### config.mk
export PLATFORM = sky130hd
export DESIGN_NAME = multi_cycle_controller
export DESIGN_NICKNAME = d
export VERILOG_FILES = /design/src/rtl/multi_cycle_controller.sv
export SDC_FILE = /design/constraint.sdc
export NUM_CORES = 1
export LEC_CHECK = 0
export ABC_AREA = 1
export CAP_MARGIN = 20
export CORE_MARGIN = 1.5
export CORE_UTILIZATION = 37
export CTS_BUF_LIST = sky130_fd_sc_hd__clkbuf_8
export DETAILED_ROUTE_END_ITERATION = 7
export PLACE_DENSITY = 0.85
export SKIP_CTS_REPAIR_TIMING = 1
export SLEW_MARGIN = 20
export SYNTH_ARGS = -nofsm -noshare
export SYNTH_HDL_FRONTEND = slang
export SYNTH_SLANG_ARGS = --single-unit
### constraint.sdc
create_clock -name clk -period 1.1 [get_ports clk]
set_input_delay 0.22 -clock clk [delete_from_list [all_inputs] [get_ports clk]]
set_output_delay 0.22 -clock clk [all_outputs]
set_load 0.005 [all_outputs]
### src/rtl/multi_cycle_controller.sv
// Moore control FSM for the multi-cycle RV32I core: sequences fetch/decode/
// execute/memory/writeback and drives datapath selects, enables and ALU op.
module multi_cycle_controller (
  input  logic       clk,
  input  logic       rst_n,
  input  logic [6:0] opcode,
  input  logic [2:0] funct3,
  input  logic       funct7b5,
  input  logic       alu_zero,
  input  logic       alu_lsb,
  output logic       pc_write,
  output logic       adr_src,
  output logic       ir_write,
  output logic       mem_write,
  output logic       reg_write,
  output logic [1:0] result_src,
  output logic [1:0] alu_src_a,
  output logic [1:0] alu_src_b,
  output logic [2:0] imm_src,
  output logic [3:0] alu_control,
  output logic       illegal
);

  typedef enum logic [3:0] {
    S_FETCH, S_DECODE, S_MEMADR, S_MEMREAD, S_MEMWB, S_MEMWRITE,
    S_EXECR, S_EXECI, S_ALUWB, S_BRANCH, S_JAL, S_JALR, S_JALRLINK,
    S_LUI, S_ILLEGAL
  } state_t;

  localparam logic [6:0] OP_LOAD  = 7'b0000011;
  localparam logic [6:0] OP_STORE = 7'b0100011;
  localparam logic [6:0] OP_R     = 7'b0110011;
  localparam logic [6:0] OP_I     = 7'b0010011;
  localparam logic [6:0] OP_BR    = 7'b1100011;
  localparam logic [6:0] OP_JAL   = 7'b1101111;
  localparam logic [6:0] OP_JALR  = 7'b1100111;
  localparam logic [6:0] OP_LUI   = 7'b0110111;
  localparam logic [6:0] OP_AUIPC = 7'b0010111;

  localparam logic [3:0] ALU_ADD  = 4'b0000;
  localparam logic [3:0] ALU_SUB  = 4'b0001;
  localparam logic [3:0] ALU_SLL  = 4'b0010;
  localparam logic [3:0] ALU_SLT  = 4'b0100;
  localparam logic [3:0] ALU_SLTU = 4'b0110;
  localparam logic [3:0] ALU_XOR  = 4'b1000;
  localparam logic [3:0] ALU_SRL  = 4'b1010;
  localparam logic [3:0] ALU_SRA  = 4'b1011;
  localparam logic [3:0] ALU_OR   = 4'b1100;
  localparam logic [3:0] ALU_AND  = 4'b1110;

  localparam logic [2:0] IMM_I = 3'b000;
  localparam logic [2:0] IMM_S = 3'b001;
  localparam logic [2:0] IMM_B = 3'b010;
  localparam logic [2:0] IMM_J = 3'b011;
  localparam logic [2:0] IMM_U = 3'b100;

  state_t state, state_nxt;
  logic   pc_w, ir_w, mem_w, reg_w;

  // alt selects sub (funct3 000) or sra (funct3 101)
  function automatic logic [3:0] alu_dec(input logic [2:0] f3, input logic alt);
    logic [3:0] op;
    unique case (f3)
      3'b000:  op = alt ? ALU_SUB : ALU_ADD;
      3'b001:  op = ALU_SLL;
      3'b010:  op = ALU_SLT;
      3'b011:  op = ALU_SLTU;
      3'b100:  op = ALU_XOR;
      3'b101:  op = alt ? ALU_SRA : ALU_SRL;
      3'b110:  op = ALU_OR;
      default: op = ALU_AND;
    endcase
    return op;
  endfunction

  always_ff @(posedge clk) begin
    if (!rst_n) state <= S_FETCH;
    else        state <= state_nxt;
  end

  always_comb begin
    state_nxt   = state;
    pc_w        = 1'b0;
    adr_src     = 1'b0;
    ir_w        = 1'b0;
    mem_w       = 1'b0;
    reg_w       = 1'b0;
    result_src  = 2'b00;
    alu_src_a   = 2'b00;
    alu_src_b   = 2'b00;
    imm_src     = IMM_I;
    alu_control = ALU_ADD;
    unique case (state)
      S_FETCH: begin
        ir_w       = 1'b1;
        alu_src_b  = 2'b10;
        result_src = 2'b10;
        pc_w       = 1'b1;
        state_nxt  = S_DECODE;
      end
      S_DECODE: begin
        // ALUOut <= OldPC + imm, consumed later by branch/JAL/AUIPC
        alu_src_a = 2'b01;
        alu_src_b = 2'b01;
        unique case (opcode)
          OP_LOAD:  begin imm_src = IMM_I; state_nxt = S_MEMADR; end
          OP_STORE: begin imm_src = IMM_S; state_nxt = S_MEMADR; end
          OP_R:     state_nxt = S_EXECR;
          OP_I:     begin imm_src = IMM_I; state_nxt = S_EXECI; end
          OP_BR: begin
            imm_src   = IMM_B;
            state_nxt = (funct3[2:1] == 2'b01) ? S_ILLEGAL : S_BRANCH;
          end
          OP_JAL:   begin imm_src = IMM_J; state_nxt = S_JAL; end
          OP_JALR:  begin imm_src = IMM_I; state_nxt = S_JALR; end
          OP_LUI:   begin imm_src = IMM_U; state_nxt = S_LUI; end
          OP_AUIPC: begin imm_src = IMM_U; state_nxt = S_ALUWB; end
          default:  state_nxt = S_ILLEGAL;
        endcase
      end
      S_MEMADR: begin
        alu_src_a = 2'b10;
        alu_src_b = 2'b01;
        imm_src   = (opcode == OP_STORE) ? IMM_S : IMM_I;
        state_nxt = (opcode == OP_STORE) ? S_MEMWRITE : S_MEMREAD;
      end
      S_MEMREAD: begin
        adr_src   = 1'b1;
        state_nxt = S_MEMWB;
      end
      S_MEMWB: begin
        result_src = 2'b01;
        reg_w      = 1'b1;
        state_nxt  = S_FETCH;
      end
      S_MEMWRITE: begin
        adr_src   = 1'b1;
        mem_w     = 1'b1;
        state_nxt = S_FETCH;
      end
      S_EXECR: begin
        alu_src_a   = 2'b10;
        alu_control = alu_dec(funct3, funct7b5);
        state_nxt   = S_ALUWB;
      end
      S_EXECI: begin
        alu_src_a   = 2'b10;
        alu_src_b   = 2'b01;
        alu_control = alu_dec(funct3, funct7b5 && (funct3 == 3'b101));
        state_nxt   = S_ALUWB;
      end
      S_ALUWB: begin
        reg_w     = 1'b1;
        state_nxt = S_FETCH;
      end
      S_BRANCH: begin
        alu_src_a = 2'b10;
        unique case (funct3)
          3'b000:  begin alu_control = ALU_SUB;  pc_w =  alu_zero; end
          3'b001:  begin alu_control = ALU_SUB;  pc_w = !alu_zero; end
          3'b100:  begin alu_control = ALU_SLT;  pc_w =  alu_lsb;  end
          3'b101:  begin alu_control = ALU_SLT;  pc_w = !alu_lsb;  end
          3'b110:  begin alu_control = ALU_SLTU; pc_w =  alu_lsb;  end
          3'b111:  begin alu_control = ALU_SLTU; pc_w = !alu_lsb;  end
          default: pc_w = 1'b0;
        endcase
        state_nxt = S_FETCH;
      end
      S_JAL: begin
        alu_src_a = 2'b01;
        alu_src_b = 2'b10;
        pc_w      = 1'b1;
        state_nxt = S_ALUWB;
      end
      S_JALR: begin
        alu_src_a  = 2'b10;
        alu_src_b  = 2'b01;
        result_src = 2'b10;
        pc_w       = 1'b1;
        state_nxt  = S_JALRLINK;
      end
      S_JALRLINK: begin
        alu_src_a  = 2'b01;
        alu_src_b  = 2'b10;
        result_src = 2'b10;
        reg_w      = 1'b1;
        state_nxt  = S_FETCH;
      end
      S_LUI: begin
        alu_src_a = 2'b11;
        alu_src_b = 2'b01;
        imm_src   = IMM_U;
        state_nxt = S_ALUWB;
      end
      default: state_nxt = S_ILLEGAL;
    endcase
  end

  // no architectural write may escape in a reset cycle
  assign pc_write  = pc_w  & rst_n;
  assign ir_write  = ir_w  & rst_n;
  assign mem_write = mem_w & rst_n;
  assign reg_write = reg_w & rst_n;
  assign illegal   = (state == S_ILLEGAL);

endmodule

==> flow_metrics.tcl, run 1 <==
set metrics [dict create \
    synth_seq_cells 4 \
    vias_per_cell 5.44 \
    post-place-ws_ps -1010 \
    clock_sinks 4 \
    portBuffers 33 \
    drtPass1Iterations 4 \
    drive_gt1_share_pct 63.3 \
    critical_path_class "reg2out" \
    grt_pass1_wl_mm 4.20 \
    track_usage_pct 28.0 \
    grt_start_max_net_pins 8 \
    vdd_drop_max_mv 0.918 \
    finalWirelength_mm 3.61 \
    ys_warn_count 0 \
    dr.first_iter.drc_count 52 \
    violations "negative setup slack" \
    run_status "finished, violations left" \
    overflow 0 \
    reg_top3 "state x4" \
    tightest_slew_ps 236 \
    die_h_um 45.3 \
    cts_max_path_buffers 2 \
    fillCellCount 69 \
    drc 0 \
    avgSynthCellArea_um2 5.35 \
    start_util_pct 38.8 \
    slew_violations 0 \
    power_density_mw_per_mm2 1310 \
    cp_max_fo 5 \
    numCtsBuffers 3 \
    min_period_ps 1660 \
    dieWidth_um 45.3 \
    r2r-start "state[1]$_SDFF_PN0_" \
    period_share_pct 151 \
    syn-num-nets 139 \
    yosysUniqueCellTypes 24 \
    fmax_mhz 604 \
    reg2reg_slack_ps -390 \
    floorplan.rows 15 \
    grt_pass1_vias 1089 \
    cp.required_ps 880 \
    gp_congestion 0.817 \
    core_area_mm2 0.00171 \
    setup_slack_ps -556 \
    route.vias.total 1262 \
    hold_viol_final 0 \
    hp-class "in2reg" \
    skew_ps 7.35 \
    timing.rr.end "state[3]$_SDFF_PN0_" \
    syn_area_um2 663 \
    largest_reg_flops 4 \
    ys_seq_area_share_pct 12.1 \
    ios 34 \
    htree_levels 1 \
    routedWlPerCell_um 15.6 \
    reg2reg_depth 10 \
    area_growth_syn_to_layout_pct 137 \
    final_nets 224 \
    n_antenna_cell 0 \
    fin_area_mm2 0.00157 \
    rsz0062_at_grt "true" \
    setup_violations 23 \
    p_leak_nw 0.857 \
    start_kind "flop" \
    slew-limit-headroom_pct 84.1 \
    cts-root-buf "clkbuf_8" \
    post-synth-top-area-fraction_pct 17.0 \
    synth_top_area_cell "nand2_1" \
    crit_path_start "state[1]$_SDFF_PN0_" \
    clk_pin_slew_worst_paths_ps 40 \
    cp_data_arrival_time_ps 1440 \
    layout_common_cells "buf_4, nand2_1, inv_2, nand2_2, buf_2" \
    crit_end "alu_src_b[0]" \
    hpwlAfterDp_mm 2.14 \
    place_area_mm2 0.00133 \
    cts_tree "yes" \
    netlist_top_cells_area "nand2_1, dfxtp_1, inv_1, nor2_1, o21ai_0" \
    regMostFlops "state" \
    drv_cap 0 \
    ant_nets 0 \
    final_common_cell "buf_4" \
    antenna_found_initial 0 \
    die-area_mm2 0.00206 \
    syn_inst 124 \
    insertion_delay_ps 230 \
    cp-end-kind "output port" \
]
## worst max-delay path, stage by stage, from the launching register on
cell and delay (ps):
dfxtp_2 330, buf_12 130, nor2_4 100, inv_2 80, nor2_4 130, buf_12 120, inv_6 40, o211ai_1 110
buf_2 160
## logic make-up after synthesis
kind of cell	after synthesis	share of synthesized area, %
and+or+nand+nor	69	49.8
AOI/OAI and AO/OA	25	22.3
xor gates and xnor gates	1	1.32
buffers and inverters	25	14.5
DFF	4	12.1
## report_power, final
group	switching (W)	internal, W
clock	0.0000885	0.000234
combinational	0.000759	0.000722
sequential	0.0000621	0.000194
## metal layers
metal | global-route usage (%) | part of all wire (%) | wire, um | up-vias
li1 | - | - | - | 572
met1 | 29.6 | 37 | 1330 | 583
met2 | 51.4 | 51 | 1830 | 83
met3 | 5.60 | 7.6 | 276 | 24
met4 | 14.7 | 5.0 | 180 | 0
met5 | 0 | 0 | 0 | -
## Yosys cell counts
| master | instances |
|---|---|
| a21oi_2 | 1 |
| nand2_2 | 2 |
| o221ai_2 | 1 |
| o22ai_1 | 1 |
| dfxtp_1 | 4 |
| clkinv_2 | 1 |
| inv_1 | 19 |
| nor2_2 | 3 |
| inv_2 | 4 |
| o21ai_0 | 12 |
| nor3_4 | 1 |
| nor2_4 | 3 |
| nor2_1 | 18 |
| xnor2_1 | 1 |
| nand2_1 | 30 |
| nor3_1 | 1 |
| nand3_1 | 7 |
| o211ai_1 | 2 |
| nand3_2 | 1 |
| buf_2 | 1 |
| o21ai_1 | 1 |
| nand4_1 | 3 |
| a22oi_1 | 1 |
| a21oi_1 | 6 |
## worst min-delay path by stage
stage / startpoint / to / slack, ps / depth (start not counted)
global route: opcode[5] / state[0]$_SDFF_PN0_ / 580 / 5
global placement: state[0]$_SDFF_PN0_ / state[0]$_SDFF_PN0_ / 670 / 4
CTS: rst_n / state[3]$_SDFF_PN0_ / 630 / 3
finish: opcode[5] / state[0]$_SDFF_PN0_ / 570 / 5
floorplan: rst_n / state[3]$_SDFF_PN0_ / 320 / 2
detailed placement: state[0]$_SDFF_PN0_ / state[0]$_SDFF_PN0_ / 700 / 4
## per-stage QoR
| step | setup TNS, ps | cells | utilization [%] | total power (W) | hold slack [ps] |
|---|---|---|---|---|---|
| 6_report | -8890 | 232 | 91.9 | 0.00206 | 568 |
| 2_1_floorplan | -200 | 124 | - | 0.000721 | 318 |
| 3_3_place_gp | -14380 | 217 | 77.8 | 0.00137 | 669 |
| 5_1_grt | -9810 | 232 | 91.9 | 0.00214 | 584 |
| 3_5_place_dp | -15270 | 217 | 77.8 | 0.00142 | 697 |
| 4_1_cts | -17670 | 220 | 80.2 | 0.00175 | 628 |
## cell type report
type	count	area, um2	share of cell area (%)
Clock buffer	3	41.3	2.63
Inverter	24	100	6.37
Multi-Input combinational cell	95	632	40.2
Sequential cell	4	90.1	5.74
Tap cell	25	31.3	1.99
Timing Repair Buffer	81	676	43.0
(Power assumes the default switching activity.)
==> run 2: changes to the inputs <==
--- a/config.mk
+++ b/config.mk
@@ -7,7 +7,7 @@
 export LEC_CHECK = 0
 export ABC_AREA = 1
 export CAP_MARGIN = 20
-export CORE_MARGIN = 1.5
+export CORE_MARGIN = 4
 export CORE_UTILIZATION = 37
 export CTS_BUF_LIST = sky130_fd_sc_hd__clkbuf_8
 export DETAILED_ROUTE_END_ITERATION = 7
==> flow_metrics.tcl, run 2 (same netlist as run 1, synthesis figures left out) <==
set metrics [dict create \
    cp-end-kind "output port" \
    hold_viol_final 0 \
    crit_buf_inv 3 \
    drive_gt1_share_pct 58.1 \
    reg2reg_depth 9 \
    floorplan.rows 15 \
    critical_path_class "reg2out" \
    setup_violations 23 \
    hp-class "in2reg" \
    p_leak_nw 0.872 \
    numCtsBuffers 3 \
    insertion_delay_ps 230 \
    multi_input_area_um2 641 \
    largest_reg_flops 4 \
    overflow 0 \
    route.vias.total 1223 \
    vdd_drop_max_mv 1.16 \
    worstPathCellList "inv_1 > nand2_1 > nor2_4 > buf_4 > nand4_1 > o21ai_1 > dlymetal6s2s_1" \
    cts-root-buf "clkbuf_8" \
    finalWirelength_mm 3.59 \
    setup_slack_ps -526 \
    post-route-util_pct 87.8 \
    drtPass1Iterations 4 \
    drc 0 \
    clock_sinks 4 \
    reg2reg_slack_ps -250 \
    r2r-start "state[2]$_SDFF_PN0_" \
    place_area_mm2 0.00129 \
    period_share_pct 148 \
    die_h_um 50.3 \
    rsz0062_at_grt "true" \
    max_stage_delay_ps 360 \
    clk_pin_slew_worst_paths_ps 40 \
    antenna_found_initial 0 \
    fin_area_mm2 0.00150 \
    cp_data_arrival_time_ps 1410 \
    slew-limit-headroom_pct 83.1 \
    skew_ps 7.69 \
    final_nets 215 \
    core_area_mm2 0.00171 \
    cts_max_path_buffers 2 \
    grt_pass1_wl_mm 3.96 \
    start_kind "flop" \
    dieWidth_um 50.3 \
    slew_violations 0 \
    run_status "finished, violations left" \
    layout_common_cells "buf_4, nand2_1, dlymetal6s2s_1" \
    power_density_mw_per_mm2 1230 \
    track_usage_pct 20.1 \
    cts_tree "yes" \
    fillCellCount 76 \
    crit_path_start "state[3]$_SDFF_PN0_" \
    dr.first_iter.drc_count 44 \
    reg_top3 "state x4" \
    ant_nets 0 \
    start_util_pct 38.8 \
    timing.rr.end "state[2]$_SDFF_PN0_" \
    post-place-ws_ps -1010 \
    n_antenna_cell 0 \
    gp_congestion 0.973 \
    fmax_mhz 615 \
    portBuffers 33 \
    cp_max_fo 5 \
    grt_start_max_net_pins 8 \
    hpwlAfterDp_mm 2.10 \
    path_depth 7 \
    crit_end "alu_control[0]" \
    grt_pass1_vias 988 \
    die-area_mm2 0.00253 \
    min_period_ps 1630 \
    vias_per_cell 5.48 \
    timing.hold.ws_ps 590 \
    cp.required_ps 880 \
    area_growth_syn_to_layout_pct 126 \
    cp_slowest_cell "dfxtp_4" \
    final_common_cell "buf_4" \
    p_total_w 0.00184 \
    violations "negative setup slack" \
    ios 34 \
    routedWlPerCell_um 16.1 \
    tightest_slew_ps 252 \
    drv_cap 0 \
    crit_family "flip-flops" \
    htree_levels 1 \
    final-seq-area_um2 92.6 \
    regMostFlops "state" \
]
## run 2: routing by layer
metal / share of wire, % / global-route usage (%) / routed length (um) / vias up
met1: 36 / 19.5 / 1300 / 566
li1: - / - / - / 554
met3: 6.7 / 4.15 / 241 / 24
met4: 6.2 / 7.62 / 222 / 0
met5: 0 / 0 / 0 / -
met2: 51 / 40.4 / 1820 / 79
## run 2: power breakdown
group	total (W)	leakage, nW	internal, W	switching [W]
clock	0.000331	0.0216	0.000235	0.0000959
sequential	0.000264	0.0353	0.000197	0.0000674
combinational	0.00125	0.815	0.000564	0.000683
## run 2: final cells by class
class	instances	area share, %
inverter	24	6.34
timing repair buffer	72	39.9
clock buffer	3	2.75
sequential	4	6.17
tap	25	2.09
multi-input combinational	95	42.7
## run 2: metrics by stage
stage,setup TNS (ps),instances
after global routing,-9010,223
after CTS,-17160,216
after global placement,-14110,213
after floorplan,-200,124
after detailed placement,-14910,213
final,-7790,223
## run 2: worst register-to-register path, stage by stage, from the launching register on
cell	delay [ps]
dfxtp_4	360
nor2_4	130
nand2_2	80
nor2_4	180
inv_2	80
nor2_4	90
buf_4	110
buf_4	90
nor2_1	40
a21oi_2	130
## run 2: how the worst min path moves through the flow
stage                     depth (start not counted)             endpoint                 from
final                                             3  state[3]$_SDFF_PN0_                rst_n
after global routing                              3  state[3]$_SDFF_PN0_                rst_n
after CTS                                         3  state[3]$_SDFF_PN0_                rst_n
after detailed placement                          4  state[0]$_SDFF_PN0_  state[0]$_SDFF_PN0_
after global placement                            4  state[0]$_SDFF_PN0_  state[0]$_SDFF_PN0_
after floorplan                                   2  state[3]$_SDFF_PN0_                rst_n
==> run 3: changes to the inputs <==
--- a/config.mk
+++ b/config.mk
@@ -6,6 +6,7 @@
 export NUM_CORES = 1
 export LEC_CHECK = 0
 export ABC_AREA = 1
+export ABC_CLOCK_PERIOD_IN_PS = 1350
 export CAP_MARGIN = 20
 export CORE_MARGIN = 4
 export CORE_UTILIZATION = 37
==> constraint.sdc (replaced) <==
create_clock -name clk -period 1.35 [get_ports clk]
set_input_delay 0.27 -clock clk [delete_from_list [all_inputs] [get_ports clk]]
set_output_delay 0.27 -clock clk [all_outputs]
set_load 0.005 [all_outputs]
==> flow_metrics.tcl, run 3 (same netlist as run 1, synthesis figures left out) <==
set metrics [dict create \
    reg2reg_slack_ps -50 \
    hp-class "in2reg" \
    die_h_um 50.3 \
    final-seq-area_um2 95.1 \
    place_area_mm2 0.00127 \
    clk_pin_slew_worst_paths_ps 30 \
    setup_violations 22 \
    multi_input_area_um2 671 \
    htree_levels 1 \
    hpwlAfterDp_mm 2.24 \
    die-area_mm2 0.00253 \
    run_status "finished, violations left" \
    drv_cap 0 \
    floorplan.rows 15 \
    cts_max_path_buffers 2 \
    slew_violations 0 \
    post-place-ws_ps -877 \
    grt_pass1_vias 1121 \
    drive_gt1_share_pct 66.2 \
    cp_slowest_cell "dfxtp_4" \
    vdd_drop_max_mv 1.40 \
    placed_cells 214 \
    insertion_delay_ps 220 \
    cts-root-buf "clkbuf_8" \
    worstPathCellList "clkinvlp_4 > buf_6 > nor2_4 > buf_6 > inv_2 > nor2_4 > o21ai_2 > inv_1 > clkbuf_2" \
    dr.first_iter.drc_count 75 \
    slew-limit-headroom_pct 78.1 \
    crit_path_start "state[1]$_SDFF_PN0_" \
    area_growth_syn_to_layout_pct 146 \
    cp_data_arrival_time_ps 1430 \
    largest_reg_flops 4 \
    cp.required_ps 1080 \
    route.vias.total 1386 \
    drc 0 \
    gp_congestion 0.906 \
    final_common_cell "buf_4" \
    grt_start_max_net_pins 8 \
    portBuffers 33 \
    final_nets 227 \
    skew_ps 1.31 \
    ant_nets 0 \
    holdPathStages 3 \
    reg_top3 "state x4" \
    timing.rr.end "state[2]$_SDFF_PN0_" \
    crit_end "imm_src[0]" \
    clock_sinks 4 \
    ios 34 \
    core_area_mm2 0.00171 \
    antenna_found_initial 0 \
    finalWirelength_mm 4.52 \
    rsz0062_at_grt "true" \
    cp_max_fo 5 \
    power_density_mw_per_mm2 1110 \
    max_stage_delay_ps 390 \
    violations "negative setup slack" \
    routedWlPerCell_um 19.2 \
    min_period_ps 1700 \
    vias_per_cell 5.90 \
    drtPass1Iterations 5 \
    n_antenna_cell 0 \
    fin_area_mm2 0.00163 \
    start_util_pct 38.8 \
    grt_pass1_wl_mm 4.76 \
    hold_viol_final 0 \
    reg2reg_depth 10 \
    final_cells 235 \
    p_leak_nw 0.896 \
    cts_tree "yes" \
    start_kind "flop" \
    period_share_pct 126 \
    p_total_w 0.00181 \
    numCtsBuffers 3 \
    track_usage_pct 23.9 \
    critical_path_class "reg2out" \
    dieWidth_um 50.3 \
    cp-end-kind "output port" \
    fillCellCount 42 \
    r2r-start "state[1]$_SDFF_PN0_" \
    regMostFlops "state" \
    tightest_slew_ps 325 \
    fmax_mhz 587 \
    overflow 0 \
    setup_slack_ps -354 \
    layout_common_cells "buf_4, nand2_1, buf_2" \
]
run 3: changes by cell type in the layout (fill, tap and decap cells not counted), sizes merged:
cell	change
inv	-1
clkbuf	-5
buf	+19
clkinvlp	+1
dlymetal6s2s	-2
run 3: how the worst min path moves through the flow:
stage | end | start | slack [ps]
floorplan | state[3]$_SDFF_PN0_ | rst_n | 370
global placement | state[3]$_SDFF_PN0_ | state[3]$_SDFF_PN0_ | 710
detailed placement | state[3]$_SDFF_PN0_ | state[3]$_SDFF_PN0_ | 720
CTS | state[3]$_SDFF_PN0_ | rst_n | 620
global route | state[3]$_SDFF_PN0_ | rst_n | 670
finish | state[3]$_SDFF_PN0_ | rst_n | 660
run 3: stage by stage:
stage,utilization (%),TNS (ps),hold slack [ps]
floorplan,-,0,368
global placement,74.2,-10600,706
detailed placement,74.2,-11390,719
CTS,76.6,-13320,619
global route,95.5,-5950,667
finish,95.5,-4610,657
run 3: routing by layer:
metal | part of all wire (%) | global-route usage (%) | up-vias
met1 | 35 | 26.8 | 625
met2 | 49 | 45.0 | 146
met5 | 0 | 0 | -
met3 | 9.2 | 1.78 | 43
met4 | 7.2 | 11.2 | 0
li1 | - | - | 572
run 3: critical path, delay by kind of cell (launching register included):
family                 cells  cell delay [ps]
AO/OA/AOI/OAI              1               70
buffers and inverters      6              560
AND/OR/NAND/NOR            2              180
flip-flops                 1              390
run 3: layout make-up:
cell class / count / area share [%]
Multi-Input combinational cell: 95 / 41.1
Sequential cell: 4 / 5.83
Tap cell: 25 / 1.92
Inverter: 24 / 6.22
Timing Repair Buffer: 84 / 42.4
Clock buffer: 3 / 2.53
run 3: report_power, final:
part	switching (W)	internal (W)
combinational	0.000676	0.000647
sequential	0.0000662	0.000163
clock	0.0000646	0.000190
